$ cat config.mk
export PLATFORM = sky130hd
export DESIGN_NAME = vpe_vadd_arbiter
export DESIGN_NICKNAME = d
export VERILOG_FILES = /design/src/rtl/vpe_vadd_arbiter.sv
export SDC_FILE = /design/constraint.sdc
export NUM_CORES = 1
export LEC_CHECK = 0
export BUFFER_PORTS_ARGS = -buffer_cell sky130_fd_sc_hd__buf_2
export CORE_AREA = 5 5 569 571
export DETAILED_ROUTE_END_ITERATION = 10
export DIE_AREA = 0 0 574 576
export PLACE_DENSITY_LB_ADDON = 0.25
export SYNTH_ARGS = -nofsm -noshare
export SYNTH_HDL_FRONTEND = slang
export SYNTH_SLANG_ARGS = --single-unit
export TNS_END_PERCENT = 100
$ cat constraint.sdc
create_clock -name clk -period 27.4 [get_ports clk]
set_clock_uncertainty 0.05 [all_clocks]
set_input_delay 2.74 -clock clk [delete_from_list [all_inputs] [get_ports clk]]
set_output_delay 2.74 -clock clk [all_outputs]
set_load 0.005 [all_outputs]
$ cat src/rtl/vpe_vadd_arbiter.sv
// vpe_vadd_arbiter
// Shares one VPE vector adder (256-bit operand group in, 64-bit result out,
// fixed ADD_LAT-cycle non-stallable pipeline) between NUM_REQ requesters.
// A round-robin arbiter issues at most one operand group per cycle. Issue is
// gated by a credit counter, so every in-flight result is guaranteed a slot
// in the result FIFO. A shift register tags each in-flight operation with its
// requester ID. Results leave through a first-word-fall-through FIFO under a
// valid/ready handshake.
//
// Ports
//   clk, rst                 clock, asynchronous active-high reset
//   i_req_v / o_req_rdy      per-requester valid / grant (o_req_rdy is one-hot)
//   i_req_data               per-requester 256-bit operand group (slice k)
//   i_req_en_relu/rf_idx/rf_mux  per-requester sideband
//   o_vadd_*                 registered operand and sideband to the adder
//   i_vadd_*                 adder result and returned sideband
//   o_res_*                  FIFO head: result, requester ID, sideband, valid
//   i_res_rdy                consumer ready
//   o_busy                   operations in flight or buffered
//   o_err                    sticky: adder result out of step with tracking
module vpe_vadd_arbiter #(
  parameter int NUM_REQ    = 4,
  parameter int ID_W       = 2,
  parameter int ADD_LAT    = 2,
  parameter int FIFO_DEPTH = 8
) (
  input  logic                    clk,
  input  logic                    rst,
  input  logic [NUM_REQ-1:0]      i_req_v,
  input  logic [NUM_REQ*256-1:0]  i_req_data,
  input  logic [NUM_REQ-1:0]      i_req_en_relu,
  input  logic [NUM_REQ*5-1:0]    i_req_rf_idx,
  input  logic [NUM_REQ*2-1:0]    i_req_rf_mux,
  output logic [NUM_REQ-1:0]      o_req_rdy,
  output logic [255:0]            o_vadd_data,
  output logic                    o_vadd_data_v,
  output logic                    o_vadd_en_relu,
  output logic [4:0]              o_vadd_rf_idx,
  output logic [1:0]              o_vadd_rf_mux,
  input  logic [63:0]             i_vadd_data,
  input  logic                    i_vadd_data_v,
  input  logic                    i_vadd_en_relu,
  input  logic [4:0]              i_vadd_rf_idx,
  input  logic [1:0]              i_vadd_rf_mux,
  output logic [63:0]             o_res_data,
  output logic                    o_res_v,
  output logic [ID_W-1:0]         o_res_id,
  output logic                    o_res_en_relu,
  output logic [4:0]              o_res_rf_idx,
  output logic [1:0]              o_res_rf_mux,
  input  logic                    i_res_rdy,
  output logic                    o_busy,
  output logic                    o_err
);

  localparam int FA_W = $clog2(FIFO_DEPTH);
  // FIFO entry layout: {data[63:0], id, relu, rf_idx[4:0], rf_mux[1:0]}
  localparam int E_W = 64 + ID_W + 8;
  localparam logic [FA_W:0] CNT_MAX = (FA_W+1)'(FIFO_DEPTH);

  logic [FA_W:0]                 cnt_r;
  logic [FA_W:0]                 cnt_nx_s;
  logic [ID_W-1:0]               ptr_r;
  logic                          issue_ok_s;
  logic                          win_v_s;
  logic [ID_W-1:0]               win_s;
  logic                          xfer_s;
  logic [ADD_LAT:0]              trk_v_r;
  logic [ADD_LAT:0][ID_W-1:0]    trk_id_r;
  logic [E_W-1:0]                fifo_mem_r [FIFO_DEPTH];
  logic [FA_W-1:0]               wr_ptr_r;
  logic [FA_W-1:0]               rd_ptr_r;
  logic [FA_W:0]                 fill_r;
  logic                          fifo_wr_s;
  logic                          spurious_s;
  logic                          lost_s;
  logic                          pop_s;
  logic [E_W-1:0]                head_s;

  // First requester at or after p with valid set; returns {found, index}.
  // Scanning from the far end lets the nearest candidate overwrite the others.
  function automatic logic [ID_W:0] rr_pick(input logic [NUM_REQ-1:0] v,
                                            input logic [ID_W-1:0]    p);
    logic [ID_W:0]   res;
    logic [ID_W-1:0] c;
    res = {(ID_W+1){1'b0}};
    for (int i = NUM_REQ - 1; i >= 0; i--) begin
      c = p + ID_W'(i);
      if (v[c]) res = {1'b1, c};
      else      res = res;
    end
    return res;
  endfunction

  // Arbitration, grant and credit bookkeeping
  always_comb begin
    issue_ok_s         = (cnt_r < CNT_MAX);
    {win_v_s, win_s}   = rr_pick(i_req_v, ptr_r);
    xfer_s             = issue_ok_s & win_v_s;
    if (xfer_s) o_req_rdy = {{(NUM_REQ-1){1'b0}}, 1'b1} << win_s;
    else        o_req_rdy = {NUM_REQ{1'b0}};
    fifo_wr_s  = i_vadd_data_v &  trk_v_r[ADD_LAT];
    spurious_s = i_vadd_data_v & ~trk_v_r[ADD_LAT];
    // A tracked op whose result never arrived hands its credit back
    lost_s     = ~i_vadd_data_v & trk_v_r[ADD_LAT];
    o_res_v    = (fill_r != {(FA_W+1){1'b0}});
    pop_s      = o_res_v & i_res_rdy;
    cnt_nx_s   = cnt_r + {{FA_W{1'b0}}, xfer_s} - {{FA_W{1'b0}}, pop_s}
                       - {{FA_W{1'b0}}, lost_s};
    o_busy     = (cnt_r != {(FA_W+1){1'b0}});
  end

  // FIFO head presentation; outputs read zero while the FIFO is empty
  always_comb begin
    head_s = fifo_mem_r[rd_ptr_r];
    if (o_res_v) begin
      o_res_data    = head_s[E_W-1 -: 64];
      o_res_id      = head_s[8 +: ID_W];
      o_res_en_relu = head_s[7];
      o_res_rf_idx  = head_s[6:2];
      o_res_rf_mux  = head_s[1:0];
    end else begin
      o_res_data    = 64'd0;
      o_res_id      = {ID_W{1'b0}};
      o_res_en_relu = 1'b0;
      o_res_rf_idx  = 5'd0;
      o_res_rf_mux  = 2'd0;
    end
  end

  // Issue register: capture the granted slice and advance the round-robin pointer
  always_ff @(posedge clk or posedge rst) begin
    if (rst) begin
      ptr_r          <= {ID_W{1'b0}};
      o_vadd_data_v  <= 1'b0;
      o_vadd_data    <= 256'd0;
      o_vadd_en_relu <= 1'b0;
      o_vadd_rf_idx  <= 5'd0;
      o_vadd_rf_mux  <= 2'd0;
    end else begin
      o_vadd_data_v <= xfer_s;
      if (xfer_s) begin
        o_vadd_data    <= i_req_data[win_s*256 +: 256];
        o_vadd_en_relu <= i_req_en_relu[win_s];
        o_vadd_rf_idx  <= i_req_rf_idx[win_s*5 +: 5];
        o_vadd_rf_mux  <= i_req_rf_mux[win_s*2 +: 2];
        ptr_r          <= win_s + ID_W'(1'b1);
      end
    end
  end

  // ID tracking pipe; stage 0 lines up with o_vadd_data_v, the last stage
  // with the adder's output valid
  always_ff @(posedge clk or posedge rst) begin
    if (rst) begin
      trk_v_r  <= {(ADD_LAT+1){1'b0}};
      trk_id_r <= {((ADD_LAT+1)*ID_W){1'b0}};
    end else begin
      trk_v_r  <= {trk_v_r[ADD_LAT-1:0], xfer_s};
      trk_id_r <= {trk_id_r[ADD_LAT-1:0], win_s};
    end
  end

  // Credit counter and sticky error flag
  always_ff @(posedge clk or posedge rst) begin
    if (rst) begin
      cnt_r <= {(FA_W+1){1'b0}};
      o_err <= 1'b0;
    end else begin
      cnt_r <= cnt_nx_s;
      o_err <= o_err | spurious_s | lost_s;
    end
  end

  // Result FIFO pointers and fill level; credits make overflow impossible
  always_ff @(posedge clk or posedge rst) begin
    if (rst) begin
      wr_ptr_r <= {FA_W{1'b0}};
      rd_ptr_r <= {FA_W{1'b0}};
      fill_r   <= {(FA_W+1){1'b0}};
    end else begin
      if (fifo_wr_s) wr_ptr_r <= wr_ptr_r + FA_W'(1'b1);
      if (pop_s)     rd_ptr_r <= rd_ptr_r + FA_W'(1'b1);
      fill_r <= fill_r + {{FA_W{1'b0}}, fifo_wr_s} - {{FA_W{1'b0}}, pop_s};
    end
  end

  // Result FIFO storage; contents are masked by the fill level, so no reset
  always_ff @(posedge clk) begin
    if (fifo_wr_s) begin
      fifo_mem_r[wr_ptr_r] <= {i_vadd_data, trk_id_r[ADD_LAT], i_vadd_en_relu,
                               i_vadd_rf_idx, i_vadd_rf_mux};
    end
  end

endmodule

==> Yosys cells after proc, flatten, opt, wreduce, memory -nomap -nowiden <==
Memory sizes are Yosys's and may differ from the RTL's.
Index checks and enable logic that the tools add are counted.
{ "totals": {"mem_bits_rw": 592, "mem_bits_ro": 0, "latchBits": 0, "mem_count": 1, "inputBits": 1136, "register_bits": 291, "out_inout_bits": 346} }
{ "memory_table": {"columns": ["name", "depth", "width", "read_ports", "rd_clocked_by_memory_dff", "wr", "line_no", "source"], "rows": [
  ["fifo_mem_r", 8, 74, 1, 0, 1, "70", "logic [E_W-1:0] fifo_mem_r [FIFO_DEPTH];"]
]} }
{ "op_classes": {"div": 0, "mul": 1, "n_reduce_logical": 2, "add_sub_neg": 11, "n_eq_ne": 0, "n_mux": 22, "n_bitwise": 9, "shifts": 4, "n_lt_le_gt_ge": 6} }
{ "ops": {"columns": ["operator", "n"], "rows": [
  ["$shiftx 1024x11->256", 1],
  ["$mux 64", 1],
  ["$shiftx 20x6->5", 1],
  ["$lt 2x3->1 const B", 5],
  ["$mux 3", 4],
  ["$sub 4x1->4", 3],
  ["$bmux 1 s2", 5],
  ["$add 4x1->4", 2],
  ["$mux 1", 8],
  ["$reduce_bool 4->1", 2],
  ["$shiftx 8x4->2", 1],
  ["$add 3x1->3 const B", 2],
  ["$and 1x1->1", 5],
  ["$mul 2x3->5 const B", 1],
  ["$mux 5", 1],
  ["$add 2x1->2 const B", 2],
  ["$add 2x2->2 const B", 2],
  ["$lt 4x4->1 const B", 1],
  ["$mux 2", 2],
  ["$mux 4", 1],
  ["$shl 1x2->4 const A", 1],
  ["$not 1->1", 2],
  ["$or 1x1->1", 2]
]} }

==> Logic depth before layout (Yosys ltp) <==
Gate-level depths: netlist of the first run.
{ "depth": {"ltp_word": 11, "depth_mapped": 13, "depth_no_buf": 13} }

==> Least setup slack after synthesis of the first run <==
Ideal clock, no wire load.
{ "synth_timing": {"kind": "input -> register", "start": "input port i_vadd_data_v", "end": "memory fifo_mem_r[0][0] (netlist name) (enable)", "stages": 3, "n_path_buf": 0, "setup_ns": 0.597, "path_slack_ns": 18.581, "t_arrival_ns": 8.172, "t_required_ns": 26.753, "path_cell_list": "nand2_1 -> or2_2 -> nor3_1"} }
{ "synth_between": {"elab_chain_len": 3} }
{ "synth_lines": {"columns": ["element", "line_no", "source"], "rows": [
  ["start: declaration", "41", "input logic i_vadd_data_v,"],
  ["$and 1x1->1", "102", "fifo_wr_s = i_vadd_data_v & trk_v_r[ADD_LAT];"],
  ["$mux 1", "190", "if (fifo_wr_s) begin"],
  ["$mux 1 (not written as such)", "191", "fifo_mem_r[wr_ptr_r] <= {i_vadd_data, trk_id_r[ADD_LAT], i_vadd_en_relu,"],
  ["end: declaration", "70", null]
]} }
No other way between the ends.

==> Worst setup path in the final report of the first run <==
{ "layout_timing": {"start": "register rd_ptr_r[0]", "end": "output port o_res_data[31]"} }
{ "layout_between": {"elab_chain_len": 2} }
{ "layout_lines": {"columns": ["element", "line_no", "source"], "rows": [
  ["start: declaration", "72", "logic [FA_W-1:0] rd_ptr_r;"],
  ["start signal: assignment", "179", "rd_ptr_r <= {FA_W{1'b0}};"],
  ["start signal: assignment", "183", "if (pop_s) rd_ptr_r <= rd_ptr_r + FA_W'(1'b1);"],
  ["$mem_v2 8x74", null, null],
  ["$mux 64", "116", "if (o_res_v) begin"],
  ["end: declaration", "45", "output logic [63:0] o_res_data,"]
]} }
No other way between the ends.

==> impl_metrics.tcl, run 1 <==
set metrics [dict create \
    drcViolationCount 0 \
    worstPathCellList "buf_4 -> buf_4 -> buf_4 -> mux4_2 -> mux2i_1 -> nor2_1 -> buf_2" \
    synth_adder_area_share 0.00534 \
    postSynthRegisterBits 882 \
    place_hpwl_mm 233 \
    tns_ns 0 \
    synth_edf_count 592 \
    syn_inst 2884 \
    finalCritPeriodShare 0.295 \
    clk_path_buf_depth 4 \
    wl_per_cell_microns 33.5 \
    cp-start-kind "flip-flop" \
    dp_slack_ns 18.77 \
    n_fill_cell 34900 \
    core_area_sq_mm 0.317 \
    synthTopCellsByArea "edfxtp_1 42%, dfrtp_1 17%, mux2i_1 7.9%" \
    port_buffers 1481 \
    synth_nets 4037 \
    dr.pass1.iters 7 \
    place_congestion 0.993 \
    power_leakage_nw 22.7 \
    power.total_mw 6.82 \
    cts_tree "done" \
    hold_buffers 0 \
    critPathKind "reg2out" \
    synth.avg_cell_area_sq_um 14.8 \
    setup_viol 0 \
    cts.sinks 882 \
    slew_viol_final 0 \
    ir_worst_vdd_mv 0.0808 \
    nets 5409 \
    grt.total_usage 0.165 \
    io_pins 1482 \
    path_max_fanout 43 \
    max_freq_ghz 0.124 \
    grt_max_degree 152 \
    cts_setup_buffers 0 \
    drt_iter0_drc 2651 \
    worst_slack_ns 19.32 \
    yosys_most_used_dff "edfxtp_1" \
    wl_mm 287 \
    synthMuxAreaShare 0.158 \
    layout_min_cycle_time_ns 8.08 \
    die_h_microns 576 \
    slowest_delay_ns 0.89 \
    yosysTopAreaCell "edfxtp_1" \
    max_cap_violations 0 \
    worst_path_most_repeated_cell "buf_4" \
    pwr_density_cell_mw_per_mm2 117 \
    rsz0062_at_grt "false" \
    grt_pass1_wl_mm 365 \
    antenna_found_initial 227 \
    synthXorXnorAreaFrac 0.00144 \
    synth_top_area_share 0.417 \
    die-area_sq_mm 0.331 \
    cp.required_ns 24.61 \
    h-tree-depth 3 \
    async_flop_share 0.329 \
    cts-root-buf "clkbuf_16" \
    path_buf_inv 4 \
    timing.slew.headroom 0.144 \
    worstPathArrival_ns 5.29 \
    grt_pass1_vias 34900 \
    outcome "complete, no violations" \
    hold_class "reg2reg" \
    area_delta_synth_final_pct 36.4 \
    fin_hold_ws_ns 0.299 \
    final_layout_size_suffix_gt1_frac 0.490 \
    crit_family "buffers and inverters" \
    ys_types 40 \
    synth_area_sq_mm 0.0426 \
    seq_area_frac_synth 0.588 \
    rows 207 \
    grt_overflow 0 \
    cts_resized 0 \
    vias_per_cell 4.01 \
    yosys.area_share.simple 0.0127 \
    start_util 0.134 \
    synth_top_family_by_area "compound AO/OA/AOI/OAI gates" \
    synth-compound-area-share 0.201 \
    clk_pin_slew_worst_paths_ns 0.06 \
    cts_made_buffers 112 \
    ant_nets 0 \
    die_w_microns 574 \
    vias 34400 \
    worstMarginPinSlew_ns 1.28 \
    yosysWarnings 0 \
    rrSetupSlack_ns 21.13 \
    clk_latency_ns 0.82 \
    endpoint_kind "output port" \
    crit_slowest_cell "dfrtp_4" \
    final_hold_viol_count 0 \
]
## report_power, final
part / internal, mW / leakage (nW) / total [mW] / switching [mW]
sequential: 1.75 / 8.75 / 1.99 / 0.242
clock: 0.837 / 1.71 / 1.46 / 0.621
combinational: 1.20 / 12.2 / 3.37 / 2.17
## area by class of cell
cell class / count / area [sq um] / area share
tap: 4180 / 5230 / 0.0900
timing repair buffer: 1543 / 7910 / 0.136
clock inverter: 51 / 438 / 0.00753
inverter: 18 / 90.1 / 0.00155
sequential: 882 / 25000 / 0.431
antenna: 51 / 128 / 0.00220
clock buffer: 145 / 3090 / 0.0531
multi-input combinational: 1699 / 16200 / 0.279
## final timing paths
kind	endpoint	start	depth (start not counted)
min	trk_v_r[2]	trk_v_r[1]	0
min reg2reg	trk_v_r[2]	trk_v_r[1]	0
max in group asynchronous	o_vadd_data[194]	rst	4
max	o_res_data[31]	rd_ptr_r[0]	7
min in group asynchronous	o_vadd_data[86]	rst	2
max reg2reg	o_vadd_data[87]	ptr_r[0]	12
## sequential cells by signal, summed over array words and instances, names as in the netlist
register	cells
o_vadd_data	256
o_vadd_rf_idx	5
o_vadd_rf_mux	2
fill_r	4
ptr_r	2
fifo_mem_r	592
wr_ptr_r	3
trk_id_r	6
o_vadd_en_relu	1
trk_v_r	3
cnt_r	4
rd_ptr_r	3
o_err	1
## metrics by stage
stage | std cells | cell area [sq um] | util
floorplan | 2884 | 42600 | -
global placement | 8321 | 54500 | 0.172
detailed placement | 8322 | 54500 | 0.172
CTS | 8518 | 58000 | 0.183
global route | 8540 | 58100 | 0.183
finish | 8569 | 58100 | 0.183
## cell usage in the layout (no fill, tap or decap), drive strengths merged, types with 4 or more instances in the layout
cell type     n
buf        1543
edfxtp      592
mux2i       338
dfrtp       290
o21ai       267
o21a        265
a211oi      264
o22ai       263
mux4        148
clkbuf      145
nor2         85
diode        51
clkinv       33
inv          24
ha           15
nand2        10
clkinvlp      7
xnor2         6
nand3         5
bufinv        5
and2          5
nor2b         4
nand2b        4
## layer usage
metal	global-route usage	wire length, microns	vias to the layer above
met5	0	725	-
met3	0.0763	33300	507
met1	0.196	111000	17700
met2	0.263	130000	1697
li1	-	-	14400
met4	0.0523	11400	120
## Yosys cell counts (all sizes together), types with 6 or more instances
cell type  instances
nor2              85
ha                15
xnor2              6
o22ai            263
clkbuf           140
mux4             148
o21ai            267
mux2i            338
o21a             265
edfxtp           592
a211oi           264
nand2             10
buf              145
inv               18
dfrtp            290
## logic make-up after synthesis
logic type                 after synthesis
xor gates and xnor gates                 7
buffers and inverters                  303
muxes                                  488
adders and majority gates               17
and+or+nand+nor                        122
DFF                                    882
AOI/OAI and AO/OA                     1065
Power figures use the tool's default switching activity.
==> run 2, diff against run 1 <==
==> constraint.sdc (replaced) <==
create_clock -name clk -period 7 [get_ports clk]
set_clock_uncertainty 0.05 [all_clocks]
set_input_delay 0.7 -clock clk [delete_from_list [all_inputs] [get_ports clk]]
set_output_delay 0.7 -clock clk [all_outputs]
set_load 0.005 [all_outputs]
==> run 2 against run 1 <==
Compared with the run above: hold slack lost 0.19 ns; combinational power grew to 3.9 times the previous value; clock power grew to 4.0 times the previous value.
==> impl_metrics.tcl, run 2 (synthesis gave the netlist of run 1 again) <==
set metrics [dict create \
    outcome "complete, no violations" \
    slew_viol_final 0 \
    largest_register_ffs 592 \
    cp-start-kind "flip-flop" \
    cp.required_ns 6.25 \
    grt_max_degree 160 \
    rsz0062_at_grt "false" \
    p_clk_frac 0.219 \
    fin_cells 8559 \
    nets 5412 \
    pwr-share-comb 0.495 \
    grt_pass1_vias 34900 \
    crit_slowest_cell "dfrtp_4" \
    worstMarginPinSlew_ns 1.25 \
    dpl_cell_area_sq_mm 0.0546 \
    max_freq_ghz 0.228 \
    timing.slew.headroom 0.158 \
    endpoint_kind "output port" \
    grt_overflow 0 \
    dr.pass1.iters 5 \
    dp_cells 8322 \
    cts_made_buffers 114 \
    final_common_cell "buf_2" \
    final_hold_viol_count 0 \
    sw_frac_of_total 0.438 \
    internal_power_mw 15.0 \
    pwr_density_cell_mw_per_mm2 459 \
    place_congestion 0.977 \
    crit_family "buffers and inverters" \
    worstPathArrival_ns 3.63 \
    final_cell_mix "1481 x buf_2, 592 x edfxtp_1, 338 x mux2i_1" \
    path_max_fanout 38 \
    io_pins 1482 \
    start_util 0.134 \
    h-tree-depth 3 \
    port_buffers 1481 \
    die-area_sq_mm 0.331 \
    antenna_found_initial 181 \
    cts.sinks 882 \
    die_h_microns 576 \
    max_cap_violations 0 \
    power.total_mw 26.8 \
    vias 34100 \
    core_area_sq_mm 0.317 \
    drcViolationCount 0 \
    path_buf_inv 2 \
    cts-root-buf "clkbuf_16" \
    power_leakage_nw 22.8 \
    regMostFlops "fifo_mem_r" \
    clk_path_buf_depth 4 \
    p_seq_frac 0.286 \
    p_switching_mw 11.7 \
    hold_class "in2reg" \
    die_w_microns 574 \
    design_area_sq_mm 0.0584 \
    setup_viol 0 \
    grt.total_usage 0.160 \
    cts_setup_buffers 0 \
    layout_min_cycle_time_ns 4.38 \
    drt_iter0_drc 2236 \
    slowest_delay_ns 0.93 \
    final_layout_size_suffix_gt1_frac 0.488 \
    area_delta_synth_final_pct 37.0 \
    finalCritPeriodShare 0.625 \
    n_fill_cell 34800 \
    tns_ns 0 \
    critPathKind "reg2out" \
    vias_per_cell 3.99 \
    clk_pin_slew_worst_paths_ns 0.06 \
    cts_tree "done" \
    ir_worst_vdd_mv 0.277 \
    clk_latency_ns 0.81 \
    grt_pass1_wl_mm 357 \
    ant_nets 0 \
    wl_mm 279 \
    reg.largest.list "fifo_mem_r x592, o_vadd_data x256, trk_id_r x6" \
    worstPathCellList "buf_4 -> mux4_2 -> mux2i_1 -> nor2_1 -> buf_2" \
    place_hpwl_mm 226 \
    rows 207 \
    wl_per_cell_microns 32.6 \
]
[run 2: metrics by stage]
step / setup WS, ns / utilization / hold WS, ns
6_report: 2.62 / 0.184 / 0.107
5_1_grt: 2.24 / 0.184 / 0.0471
4_1_cts: 2.35 / 0.184 / 0.00515
3_5_place_dp: 2.85 / 0.172 / 0.285
3_3_place_gp: 2.88 / 0.172 / 0.287
2_1_floorplan: 0.221 / - / 0.281
[run 2: layout make-up]
| class | count | area (sq um) | area share |
|---|---|---|---|
| clock buffer | 152 | 3080 | 0.0527 |
| inverter | 18 | 86.3 | 0.00148 |
| multi-input combinational | 1699 | 16200 | 0.278 |
| clock inverter | 46 | 538 | 0.00922 |
| sequential | 882 | 25000 | 0.429 |
| antenna | 38 | 95.1 | 0.00163 |
| timing repair buffer | 1544 | 8090 | 0.139 |
| tap | 4180 | 5230 | 0.0896 |
[run 2: what timing repair did]
| action | 4_1_cts | 5_1_grt |
|---|---|---|
| hold buffers | 1 | 0 |
| endpoints found under the hold margin | 17 | 0 |
| resized for setup | 0 | 0 |
[run 2: path summary, 6_finish.rpt]
path,startpoint,to,slack [ns],depth (start not counted)
min in group asynchronous,rst,o_vadd_data[65],0.51,3
max,rd_ptr_r[0],o_res_data[21],2.62,5
min reg2reg,trk_v_r[1],trk_v_r[2],0.30,0
max reg2reg,cnt_r[3],o_vadd_data[28],3.57,5
min,i_vadd_en_relu,fifo_mem_r[4][7],0.11,1
max in group asynchronous,rst,o_vadd_data[176],4.82,5
[run 2: metal layers]
metal  vias up  part of all wire  GRT usage
met1     17600              0.39      0.189
met3       466              0.11     0.0719
met4       108             0.038     0.0540
met2      1576              0.46      0.259
li1      14400                 -          -
met5         -            0.0025          0
[run 2: power by group through the flow]
stage / Sequential [mW] / Combinational (mW) / Clock, mW
finish: 7.66 / 13.2 / 5.85
global route: 7.81 / 14.2 / 6.25
CTS: 7.68 / 13.7 / 6.07
detailed placement: 7.77 / 13.6 / 0
global placement: 7.75 / 13.6 / 0
floorplan: 7.49 / 7.25 / 0
==> run 3, diff against run 2 <==
==> constraint.sdc (replaced) <==
create_clock -name clk -period 4.4 [get_ports clk]
set_clock_uncertainty 0.05 [all_clocks]
set_input_delay 0.44 -clock clk [delete_from_list [all_inputs] [get_ports clk]]
set_output_delay 0.44 -clock clk [all_outputs]
set_load 0.005 [all_outputs]
==> run 3 against run 2 <==
Compared with the run above: power up 79%; count of clock-buffer cells in the layout fell by 19; die area stayed put; core utilization is 2.9 points higher; sequential share of layout area down 5.8 points; via count increased by 11%; worst setup slack got worse by 2.4 ns; combinational power grew 99%; hold slack got worse by 0.048 ns; sequential power is 58% higher; cell count up 11%; global-route usage grew 0.95 points; critical endpoint is now o_vadd_data[228].
==> impl_metrics.tcl, run 3 (synthesis gave the netlist of run 1 again) <==
set metrics [dict create \
    outcome "complete, no violations" \
    place_hpwl_mm 235 \
    ant_nets 0 \
    h-tree-depth 3 \
    grt_pass1_wl_mm 382 \
    max_freq_ghz 0.237 \
    worst_slack_ns 0.183 \
    fin_util 0.213 \
    route.met2.wl_mm 135 \
    nets 6312 \
    finalCritPeriodShare 0.959 \
    endpoint_kind "flip-flop" \
    wl_mm 294 \
    worstPathCellList "nor2b_1 -> a2111oi_4 -> or2_4 -> inv_8 -> buf_4 -> mux2i_1 -> dlygate4sd3_1 -> o22ai_2 -> dlygate4sd3_1" \
    dp_slack_ns 0.591 \
    crit_slowest_cell "dlygate4sd3_1" \
    worst_path_most_repeated_cell "dlygate4sd3_1" \
    start_util 0.134 \
    grt.total_usage 0.170 \
    cp.required_ns 5.07 \
    fin_hold_ws_ns 0.0594 \
    dp_cells 8386 \
    wl_met1_mm 113 \
    grt_pass1_vias 39700 \
    die_h_microns 576 \
    grt_overflow 0 \
    slew_viol_final 0 \
    clk_pin_slew_worst_paths_ns 0.07 \
    die_w_microns 574 \
    core_area_sq_mm 0.317 \
    clk_path_buf_depth 4 \
    regMostFlops "fifo_mem_r" \
    critPathKind "reg2reg" \
    slowest_delay_ns 0.68 \
    vias_per_cell 4.01 \
    wl_met3_mm 30.4 \
    final_hold_viol_count 0 \
    path_max_fanout 74 \
    rows 207 \
    final_layout_size_suffix_gt1_frac 0.420 \
    cts_setup_buffers 0 \
    drcViolationCount 0 \
    clk_latency_ns 0.84 \
    cts_tree "done" \
    largest_register_ffs 592 \
    pwr_density_cell_mw_per_mm2 711 \
    fin_cells 9486 \
    die-area_sq_mm 0.331 \
    rsz0062_at_grt "false" \
    power.total_mw 48.0 \
    final_common_cell "buf_2" \
    cts-root-buf "clkbuf_16" \
    reg.largest.list "fifo_mem_r x592, o_vadd_data x256, trk_id_r x6" \
    antenna_found_initial 167 \
    timing.slew.headroom 0.254 \
    drt_iter0_drc 2719 \
    power_leakage_nw 26.7 \
    io_pins 1482 \
    layout_min_cycle_time_ns 4.22 \
    crit_family "buffers and inverters" \
    max_cap_violations 0 \
    ir_worst_vdd_mv 0.450 \
    worstPathArrival_ns 4.89 \
    path_buf_inv 4 \
    top_layer_used "met5" \
    n_fill_cell 34600 \
    cts.sinks 882 \
    final_cell_mix "1481 x buf_2, 838 x dlygate4sd3_1, 592 x edfxtp_1" \
    port_buffers 1481 \
    worstMarginPinSlew_ns 1.11 \
    setup_viol 0 \
    cp-start-kind "flip-flop" \
    vias 38000 \
    dr.pass1.iters 5 \
    wl_per_cell_microns 31.0 \
    grt_max_degree 117 \
    cts_made_buffers 113 \
    area_delta_synth_final_pct 58.4 \
    place_congestion 0.928 \
    hold_class "in2reg" \
]
==> run 3: layer usage <==
metal | vias up | GRT usage
li1 | 16200 | -
met1 | 19600 | 0.199
met2 | 1689 | 0.272
met3 | 457 | 0.0722
met4 | 84 | 0.0717
met5 | - | 0
==> run 3: metrics by stage <==
stage	setup TNS, ns	cell area, sq um
3_3_place_gp	0	55200
3_5_place_dp	0	55300
4_1_cts	0	67300
2_1_floorplan	-17.47	42600
5_1_grt	0	67400
6_report	0	67500
==> run 3: cell type report <==
cell class	count	area, sq um	area share
Sequential cell	882	25000	0.371
Timing Repair Buffer	2445	17100	0.253
Multi-Input combinational cell	1699	16200	0.240
Tap cell	4180	5230	0.0775
Clock buffer	133	3000	0.0445
Clock inverter	73	692	0.0103
Antenna cell	56	140	0.00208
Inverter	18	86.3	0.00128
==> run 3: what timing repair did <==
action                    in CTS  in global routing
hold buffers                 838                  0
gates resized for setup        0                  0
hold endpoints to repair     860                  0
==> run 3: worst reg2reg max path, stage by stage (launching register included) <==
cell and delay [ns]:
dfrtp_1 0.43, nor2b_1 0.27, a2111oi_4 0.09, or2_4 0.32
inv_8 0.53, buf_4 0.62, mux2i_1 0.42, dlygate4sd3_1 0.68
o22ai_2 0.10, dlygate4sd3_1 0.59
==> run 3: where the power goes <==
group          total (mW)  switching [mW]  internal [mW]  leakage, nW
clock                9.51            4.01           5.51         1.82
sequential           12.1            1.24           10.9         8.75
combinational        26.3            14.9           11.5         16.2
==> run 3: final timing paths <==
kind / start / endpoint / slack, ns / cells after the start
worst max-delay path: ptr_r[0] / o_vadd_data[228] / 0.18 / 9
worst min-delay path: i_req_data[638] / o_vadd_data[126] / 0.06 / 3
worst max register to register: ptr_r[0] / o_vadd_data[228] / 0.18 / 9
worst min register to register: trk_v_r[1] / trk_v_r[2] / 0.30 / 0
max in group asynchronous: rst / o_vadd_data[172] / 2.90 / 4
min in group asynchronous: rst / o_vadd_data[70] / 0.29 / 3
